### config.mk
export PLATFORM = sky130hd
export DESIGN_NAME = abs_max_tracker
export DESIGN_NICKNAME = d
export VERILOG_FILES = /design/src/rtl/abs_max_tracker.sv
export SDC_FILE = /design/constraint.sdc
export NUM_CORES = 1
export LEC_CHECK = 0
export ABC_AREA = 0
export CAP_MARGIN = 20
export CORE_MARGIN = 10
export CORE_UTILIZATION = 60
export CTS_CLUSTER_DIAMETER = 200
export DETAILED_ROUTE_END_ITERATION = 16
export DONT_BUFFER_PORTS = 1
export GPL_ROUTABILITY_DRIVEN = 0
export PLACE_DENSITY = 0.77
export SLEW_MARGIN = 20
export SYNTH_ARGS = -nofsm -noshare
export SYNTH_HDL_FRONTEND = slang
export SYNTH_SLANG_ARGS = --single-unit
### constraint.sdc
create_clock -name clk -period 2.9 [get_ports clk]
set_input_delay 0.29 -clock clk [delete_from_list [all_inputs] [get_ports clk]]
set_output_delay 0.29 -clock clk [all_outputs]
set_load 0.1 [all_outputs]
### src/rtl/abs_max_tracker.sv
// ---------------------------------------------------------------------------
// abs_max_tracker
//
// Takes a frame of FRAME signed two's-complement samples and reports the
// sample with the largest magnitude: its magnitude, its 0-based position in
// the frame and its original sign bit. The result is presented through a
// valid/ready handshake and stays stable until the downstream consumes it.
//
// Ports
//   clk        rising-edge clock
//   rst_n      asynchronous active-low reset
//   start      begins a new frame (honoured only when idle)
//   in_valid   sample on in_data is valid
//   in_ready   block accepts a sample this cycle (high while running)
//   in_data    signed N-bit sample
//   out_valid  frame result available
//   out_ready  downstream consumes the result
//   max_mag    largest magnitude in the frame (unsigned N bits)
//   max_idx    position of the winning sample
//   max_neg    sign bit of the winning sample
//   busy       high while the frame is being collected
// ---------------------------------------------------------------------------
module abs_max_tracker #(
    parameter int N     = 5,
    parameter int FRAME = 4,
    parameter int IDXW  = 2
) (
    input  logic            clk,
    input  logic            rst_n,
    input  logic            start,
    input  logic            in_valid,
    output logic            in_ready,
    input  logic [N-1:0]    in_data,
    output logic            out_valid,
    input  logic            out_ready,
    output logic [N-1:0]    max_mag,
    output logic [IDXW-1:0] max_idx,
    output logic            max_neg,
    output logic            busy
);

    typedef enum logic [1:0] {
        IDLE = 2'd0,
        RUN  = 2'd1,
        DONE = 2'd2
    } state_t;

    localparam logic [IDXW:0] LAST = (IDXW + 1)'(FRAME - 1);
    localparam logic [IDXW:0] ONE  = (IDXW + 1)'(1);

    state_t          state;
    state_t          state_nxt;
    logic [IDXW:0]   cnt;
    logic [N-1:0]    mag;
    logic            accept;

    // Conditional invert plus add-sign. The most-negative input wraps to
    // 2^(N-1), which is still representable as an unsigned N-bit value.
    function automatic logic [N-1:0] abs_mag(input logic signed [N-1:0] x);
        logic [N-1:0] inv;
        inv = x ^ {N{x[N-1]}};
        return inv + {{(N-1){1'b0}}, x[N-1]};
    endfunction

    assign mag    = abs_mag(in_data);
    assign accept = (state == RUN) && in_valid;

    // State register
    always_ff @(posedge clk or negedge rst_n) begin
        if (!rst_n) begin
            state <= IDLE;
        end else begin
            state <= state_nxt;
        end
    end

    // Next-state logic
    always_comb begin
        state_nxt = state;
        case (state)
            IDLE: if (start) state_nxt = RUN;
            RUN:  if (accept && (cnt == LAST)) state_nxt = DONE;
            DONE: if (out_ready) state_nxt = IDLE;
            default: state_nxt = IDLE;
        endcase
    end

    // Output decode
    always_comb begin
        in_ready  = 1'b0;
        out_valid = 1'b0;
        busy      = 1'b0;
        case (state)
            RUN: begin
                in_ready = 1'b1;
                busy     = 1'b1;
            end
            DONE:    out_valid = 1'b1;
            default: ;
        endcase
    end

    // Running maximum and sample counter. The result registers hold their
    // value through IDLE so a late reader still sees the last frame; only a
    // new start clears them. The first sample always loads, and the strict
    // compare lets the earliest index win a tie.
    always_ff @(posedge clk or negedge rst_n) begin
        if (!rst_n) begin
            cnt     <= '0;
            max_mag <= '0;
            max_idx <= '0;
            max_neg <= 1'b0;
        end else begin
            if (state == IDLE && start) begin
                cnt     <= '0;
                max_mag <= '0;
                max_idx <= '0;
                max_neg <= 1'b0;
            end else if (accept) begin
                if ((cnt == '0) || (mag > max_mag)) begin
                    max_mag <= mag;
                    max_idx <= cnt[IDXW-1:0];
                    max_neg <= in_data[N-1];
                end
                cnt <= cnt + ONE;
            end
        end
    end

endmodule
==> results of run 1 <==
## registers in the layout, indices dropped and copies added (netlist names)
| name | cells |
|---|---|
| max_neg | 1 |
| state | 2 |
| max_mag | 5 |
| max_idx | 2 |
| cnt | 3 |
## worst max-delay path, stage by stage
cell	delay [ps]
inv_1	20
ha_1	210
nand2b_1	80
a21oi_1	60
nor2_1	190
xor2_1	190
ha_1	260
a21o_2	210
a21oi_1	180
a32o_1	190
a211o_1	410
mux2_4	340
## per-stage QoR
| stage | setup slack, ps | std cells | util |
|---|---|---|---|
| floorplan | 191.1 | 92 | - |
| global placement | 208.7 | 111 | 0.6599 |
| detailed placement | 157.7 | 111 | 0.6599 |
| CTS | 442.2 | 116 | 0.6845 |
| global route | 197.2 | 116 | 0.6845 |
| finish | 431.7 | 116 | 0.6845 |
## logic make-up (layout without fill, tap and decap cells)
family / Yosys count / count (layout) / synth area share
compound gates: 16 / 16 / 0.1204
xor+xnor: 6 / 6 / 0.05747
fa+ha+maj: 10 / 10 / 0.1368
buf+inv: 14 / 22 / 0.07387
flops: 13 / 13 / 0.3557
mux: 9 / 9 / 0.1204
simple gates: 24 / 24 / 0.1355
## worst paths after layout
check                            from  slack [ps]  cells after the start         end
min in group asynchronous       rst_n         460                      1  max_mag[4]
max reg2reg                max_mag[3]         750                      7  max_idx[1]
min reg2reg                    cnt[1]         560                      2      cnt[1]
min                          in_valid         180                      1    state[1]
max in group asynchronous       rst_n        2040                      1    state[0]
max                        in_data[0]         430                     12  max_idx[1]
## routing by layer
layer,track usage,up-vias,wire length (um)
met2,0.2012,14,933
li1,-,327,-
met5,0,-,0
met4,0.04918,0,31
met1,0.1121,312,771
met3,0.04077,5,107
## layout by cell type, fill, tap and decap left out, types with 2 or more instances in the layout
master and instances:
xnor2_1 3, a21oi_1 5, dfrtp_1 13, nor2b_1 4, buf_4 8, a32o_1 3, mux2i_1 5, nand2b_1 2
nor2_1 7, o21ai_0 2, clkbuf_4 3, xor2_1 3, inv_1 9, mux2_4 4, ha_1 10, nand2_1 5
## layout make-up
class | instances | area (um2)
inverters | 9 | 33.78
repair buffers | 9 | 70.07
multi-input cells | 65 | 531.8
well taps | 16 | 20.02
flip-flops and latches | 13 | 325.3
clock buffers | 4 | 26.28
fillers | 121 | 464.2
==> flow_summary_export.csv, run 1 <==
group,metric,value,unit
outcome,status,"finished, final reports clean",
sta,slew_headroom,0.3952,
sta,setup_tns,0,ps
logic_synthesis,synth_edf_count,0,
sta,clock-skew-final,2.400,ps
drt,drcViolationCount,0,
floorplanning,start_util,0.6216,
global_route,grt_pass1_vias,672,
logic_synthesis,synthDistinctLibCells,27,
global_route,grt_pass1_wl,3022,um
floorplanning,dieHeight,59.05,um
clocking,htree_num_levels,1,
cells_and_area,stdcell_area,1007,um2
logic_synthesis,synthesis.area,914.6,um2
sta,rsz0062_at_grt,"no",
floorplanning,io_pins,21,
setup_path,cp_max_fo,8,
clocking,clk_pin_slew,80,ps
logic_synthesis,avgSynthCellArea,9.942,um2
drt,via_count,658,
setup_path,critical_path_required,3070,ps
floorplanning,die_area,3486,um2
logic_synthesis,post-synth-top-count-cell,"dfrtp_1",
setup_path,critPathLaunchType,"primary input",
sta,max_freq,405.1,MHz
cells_and_area,synthToLayoutAreaGrowth,10.12,%
drt,post_drt_wl_per_cell,15.90,um
logic_synthesis,synth-seq-cells,13,
global_route,grt_usage,0.1120,
logic_synthesis,yosysWarnings,0,
sta,post-route-min-period,2468,ps
sta,fin_hold_ws,177.7,ps
logic_synthesis,synth_ff_type,"dfrtp_1",
logic_synthesis,async_flop_share,1.000,
clocking,insertion_delay,280,ps
logic_synthesis,synth_common_cells,"dfrtp_1, ha_1, inv_1",
sta,finalHoldViolCount,0,
job,max_cap_violations,0,
global_route,antenna_found_initial,0,
placement,placed_area,970.9,um2
placement,port_buffers,0,
drt,antenna_left,0,
cells_and_area,final_layout_size_suffix_gt1_frac,0.1900,
logic_synthesis,synth_top_area_frac,0.3557,
cells_and_area,diodes,0,
clocking,clockBufferDepth,2,
setup_path,path_class,"in2reg",
clocking,numCtsBuffers,3,
global_route,gr-total-overflow,0,
sta,worstMarginPinSlew,907.3,ps
clocking,clkSinkCount,13,
cells_and_area,nNetsFinal,121,
floorplanning,die_x,59.05,um
clocking,ctsRootBufferMaster,"clkbuf_4",
placement,post-dp-hpwl,1430,um
drt,routed_wl,1844,um
clocking,postCtsSetupBuffers,0,
worst_hold_path,hold_path.class,"in2reg",
sta,post-route-period-util,0.8512,
clocking,tritoncts,"yes",
global_route,grt_max_degree,14,
drt,via_per_inst,5.672,
setup_path,end_kind,"register",
drt,drtIter0Drc,3,
sta,maxSlewViolCount,0,
logic_synthesis,ys_top_cells_by_area,"dfrtp_1, ha_1, mux2_4",
logic_synthesis,syn_inst,92,
drt,first_pass_iters,4,
logic_synthesis,yosysTopAreaCell,"dfrtp_1",
floorplanning,rows,14,
sta,setup_viol,0,
clocking,cts.hold.buffers_added,1,
clocking,cts_resized,0,
logic_synthesis,synth_nets,112,
logic_synthesis,yosysSeqAreaShare,0.3557,
setup_path,crit_arrival,2640,ps
floorplanning,core_area,1471,um2
Power of run 1 is left out: the tool's default activity adds up to more than one toggle a clock period on the data nets, which glitch-free logic cannot reach.
==> run 2: changes to the inputs <==
- CAP_MARGIN: 20 -> 10
- REMOVE_ABC_BUFFERS: unset -> 1
- clock period: 2.9 -> 3.02 ns (I/O delays scaled with it)
==> run 2 against run 1 <==
  * Register-to-register slack improved by 150 ps
  * Die area did not move
  * Non-clock buffer count unchanged
  * Hold slack better by 15 ps
  * Sequential cell count did not move
  * Critical path depth shrank 2
  * Worst setup slack gained 140 ps
  * Count of clock-buffer cells in the layout unchanged
==> flow_summary_export.csv, run 2 (synthesis gave the netlist of run 1 again) <==
group,metric,value,unit
global_route,grt_pass1_vias,704,
clocking,insertion_delay,270,ps
floorplanning,die_area,3486,um2
cells_and_area,diodes,0,
placement,port_buffers,0,
cells_and_area,layout_commonest_cell,"dfrtp_1",
sta,worstMarginPinSlew,913.6,ps
sta,post-route-period-util,0.8117,
cells_and_area,final_layout_size_suffix_gt1_frac,0.1900,
setup_path,crit_arrival,2600,ps
sta,maxSlewViolCount,0,
sta,slew_headroom,0.3909,
floorplanning,die_x,59.05,um
worst_hold_path,hold_path.class,"in2reg",
global_route,grt_pass1_wl,3167,um
global_route,antenna_found_initial,0,
cells_and_area,nNetsFinal,121,
floorplanning,rows,14,
sta,finalHoldViolCount,0,
setup_path,r2r_slack,900,ps
sta,clock-skew-final,8.722,ps
setup_path,end_kind,"register",
drt,antenna_left,0,
cells_and_area,top_regs,"max_mag (5), cnt (3)",
clocking,clkSinkCount,13,
setup_path,r2r_start,"max_mag[3]",
clocking,ctsRootBufferMaster,"clkbuf_4",
setup_path,rr_worst_depth,6,
clocking,clk_pin_slew,80,ps
floorplanning,dieHeight,59.05,um
global_route,grt_max_degree,14,
setup_path,path_class,"in2reg",
drt,first_pass_iters,4,
floorplanning,io_pins,21,
setup_path,endpoint,"max_mag[0]",
cells_and_area,nFillCells,120,
drt,via_count,624,
drt,drtIter0Drc,9,
cells_and_area,final_cell_mix,"dfrtp_1, ha_1, inv_1, buf_4, nor2_1",
drt,drcViolationCount,0,
drt,routed_wl,1765,um
job,max_cap_violations,0,
sta,rsz0062_at_grt,"no",
cells_and_area,final_core_util,0.6845,
clocking,cts_resized,0,
clocking,clockBufferDepth,2,
clocking,htree_num_levels,1,
setup_path,cp-startpoint,"in_data[0]",
setup_path,r2r-end,"max_mag[0]",
floorplanning,core_area,1471,um2
setup_path,critPathLaunchType,"primary input",
cells_and_area,largest-register,"max_mag",
setup_path,critical_path_required,3170,ps
clocking,numCtsBuffers,3,
placement,post-dp-hpwl,1411,um
cells_and_area,largest_register_ffs,5,
sta,setup_viol,0,
global_route,gr-total-overflow,0,
floorplanning,start_util,0.6216,
sta,max_freq,407.9,MHz
outcome,status,"finished, final reports clean",
drt,via_per_inst,5.379,
global_route,grt_usage,0.1132,
setup_path,cp_max_fo,8,
cells_and_area,synthToLayoutAreaGrowth,10.12,%
drt,post_drt_wl_per_cell,15.22,um
sta,post-route-min-period,2451,ps
clocking,tritoncts,"yes",
## run 2: cell type report
| class | instances | area [um2] | share of cell area |
|---|---|---|---|
| Inverter | 9 | 33.78 | 0.03354 |
| Sequential cell | 13 | 325.3 | 0.3230 |
| Multi-Input combinational cell | 65 | 531.8 | 0.5279 |
| Timing Repair Buffer | 9 | 70.07 | 0.06956 |
| Clock buffer | 4 | 26.28 | 0.02609 |
| Tap cell | 16 | 20.02 | 0.01988 |
## run 2: through the flow
stage,setup WS [ps],hold slack [ps],TNS (ps),instances,instance area (um2)
finish,568.6,193.2,0,116,1007
global route,431.4,193.6,0,116,1007
CTS,566.6,189.0,0,116,1007
detailed placement,289.1,6.763,0,111,970.9
global placement,315.8,6.760,0,111,970.9
floorplan,-918.0,6.409,-5418,87,880.8
## run 2: how the worst min path moves through the flow
stage	slack, ps	from	to	cells past startpoint
2_1_floorplan	6	rst_n	cnt[0]	0
3_3_place_gp	7	rst_n	max_mag[3]	0
3_5_place_dp	7	rst_n	max_mag[4]	0
4_1_cts	190	in_valid	state[1]	1
5_1_grt	190	in_valid	state[0]	2
6_report	190	in_valid	state[1]	1
## run 2: what timing repair did
action,4_1_cts,5_1_grt
hold endpoints to repair,13,0
hold buffers,1,0
setup buffers,0,0
## run 2: critical path, stage by stage
cell and delay (ps):
inv_1 20, ha_1 220, ha_1 220, xnor2_1 190, xnor2_1 160, ha_1 250, and3_1 150, a32o_1 260
a211o_1 460, mux2_4 350
## run 2: layer usage
layer	vias up	routed length [um]	part of all wire	track usage
li1	324	-	-	-
met1	292	730	0.41	0.1280
met2	6	950	0.54	0.1952
met3	2	74	0.042	0.02790
met4	0	10	0.0057	0.04918
met5	-	0	0	0
Power of run 2 is left out for the same reason.
==> run 3: changes to the inputs <==
- clock period: 3.02 -> 2.4 ns (I/O delays scaled with it)
==> run 3 against run 2 <==
  * Clock skew shrank 4.0 ps
  * Count of clock-buffer cells in the layout is the same
  * Utilization grew 3.3 points
  * Hold slack lost 68 ps
  * Sequential cell count is the same
  * Routed wire length grew 1.9%
  * Register-to-register slack lost 510 ps
  * Global-route usage grew 0.10 points
  * Die area is the same
  * Critical path depth grew 1
  * Non-clock buffer count grew 3
  * Largest cell class unchanged
  * Highest routed layer unchanged
==> flow_summary_export.csv, run 3 (synthesis gave the netlist of run 1 again) <==
group,metric,value,unit
outcome,status,"finished, final reports clean",
setup_path,cpPeakStageDelay,380,ps
floorplanning,core_area,1471,um2
clocking,tritoncts,"yes",
clocking,clkSinkCount,13,
sta,max_freq,437.3,MHz
placement,port_buffers,0,
drt,routed_wl,1798,um
clocking,clk_pin_slew,80,ps
global_route,gr-total-overflow,0,
cells_and_area,multiInputGateArea,558.0,um2
worst_hold_path,worstHoldEndpoint,"state[0]",
cells_and_area,largest_register_ffs,5,
cells_and_area,final_layout_size_suffix_gt1_frac,0.2524,
clocking,insertion_delay,280,ps
clocking,ctsRootBufferMaster,"clkbuf_4",
worst_hold_path,holdPathStages,2,
job,max_cap_violations,0,
global_route,grt_max_degree,14,
drt,first_pass_iters,4,
sta,clock-skew-final,4.694,ps
sta,finalHoldViolCount,0,
sta,worstMarginPinSlew,908.9,ps
floorplanning,rows,14,
drt,drcViolationCount,0,
worst_hold_path,hold_path.class,"in2reg",
cells_and_area,finalNonFillerCells,119,
sta,post-route-min-period,2287,ps
setup_path,cp_max_fo,7,
worst_hold_path,min_from,"in_valid",
floorplanning,dieHeight,59.05,um
clocking,postCtsSetupBuffers,0,
cells_and_area,synthToLayoutAreaGrowth,15.46,%
cells_and_area,largest-register,"max_mag",
cells_and_area,final_cell_mix,"dfrtp_1, buf_4, inv_1, ha_1, nor2_1",
sta,rsz0062_at_grt,"no",
setup_path,crit_slowest_cell,"a211o_4",
setup_path,critPathTopFamily,"adder cells",
cells_and_area,seq_area,325.3,um2
global_route,antenna_found_initial,0,
placement,numPlacedInstances,114,
setup_path,r2r-end,"max_neg",
drt,antenna_left,0,
floorplanning,io_pins,21,
setup_path,end_kind,"register",
setup_path,critical_path_required,2570,ps
setup_path,r2r_start,"max_mag[3]",
drt,drtIter0Drc,7,
floorplanning,start_util,0.6216,
clocking,clockBufferDepth,2,
drt,via_count,666,
cells_and_area,nNetsFinal,124,
drt,via_per_inst,5.597,
cells_and_area,layout_commonest_cell,"dfrtp_1",
setup_path,path_cells,"inv_1 > ha_1 > ha_2 > xnor2_2 > xnor2_2 > ha_1 > and3_1 > o21ai_1 > a32o_1 > a211o_4 > mux2_4",
setup_path,r2r_slack,390,ps
floorplanning,die_area,3486,um2
setup_path,critPathLaunchType,"primary input",
cells_and_area,diodes,0,
cells_and_area,top_regs,"max_mag (5), cnt (3)",
sta,post-route-period-util,0.9527,
drt,post_drt_wl_per_cell,15.11,um
global_route,grt_pass1_wl,3146,um
global_route,grt_pass1_vias,712,
setup_path,rr_worst_depth,6,
cells_and_area,nFillCells,120,
clocking,htree_num_levels,1,
setup_path,path_class,"in2reg",
sta,maxSlewViolCount,0,
clocking,numCtsBuffers,3,
placement,post-dp-hpwl,1411,um
global_route,grt_usage,0.1142,
setup_path,crit_buf_inv,1,
sta,slew_headroom,0.3940,
sta,setup_viol,0,
floorplanning,die_x,59.05,um
setup_path,crit_arrival,2450,ps
-- run 3: per-stage QoR --
stage / setup slack [ps] / hold WS (ps) / cell area (um2) / TNS (ps) / util
finish: 113.4 / 124.9 / 1056 / 0 / 0.7177
detailed placement: -260.5 / -55.25 / 993.5 / -1896 / 0.6752
global route: 6.054 / 129.0 / 1056 / 0 / 0.7177
CTS: 3.913 / 124.6 / 1030 / 0 / 0.6998
floorplan: -1538 / -55.59 / 880.8 / -11810 / -
global placement: -183.4 / -55.23 / 993.5 / -1258 / 0.6752
-- run 3: layout make-up --
type | count | area share
clock buffer | 4 | 0.02488
sequential | 13 | 0.3081
tap | 16 | 0.01896
timing repair buffer | 12 | 0.08768
multi-input combinational | 65 | 0.5284
inverter | 9 | 0.03199
-- run 3: how the worst max path moves through the flow --
| stage | startpoint | to | slack, ps | cells past startpoint |
|---|---|---|---|---|
| floorplan | state[0] | cnt[2] | -1540 | 4 |
| global placement | in_data[3] | max_idx[1] | -180 | 7 |
| detailed placement | in_data[0] | max_idx[1] | -260 | 10 |
| CTS | in_data[0] | max_idx[1] | 4 | 10 |
| global route | in_data[0] | max_idx[1] | 6 | 11 |
| finish | in_data[0] | max_neg | 110 | 11 |
-- run 3: repair_timing --
action / 4_1_cts / 5_1_grt
hold buffers: 1 / 0
resized for setup: 0 / 6
endpoints found under the hold margin: 13 / 0
setup endpoints to repair: 0 / 8
-- run 3: per-layer routing --
layer,up-vias,track usage,routed length [um]
met5,-,0,0
met4,0,0.04918,44
met3,6,0.03433,98
met2,14,0.2012,968
met1,312,0.1222,686
li1,334,-,-
Power of run 3 is left out for the same reason.
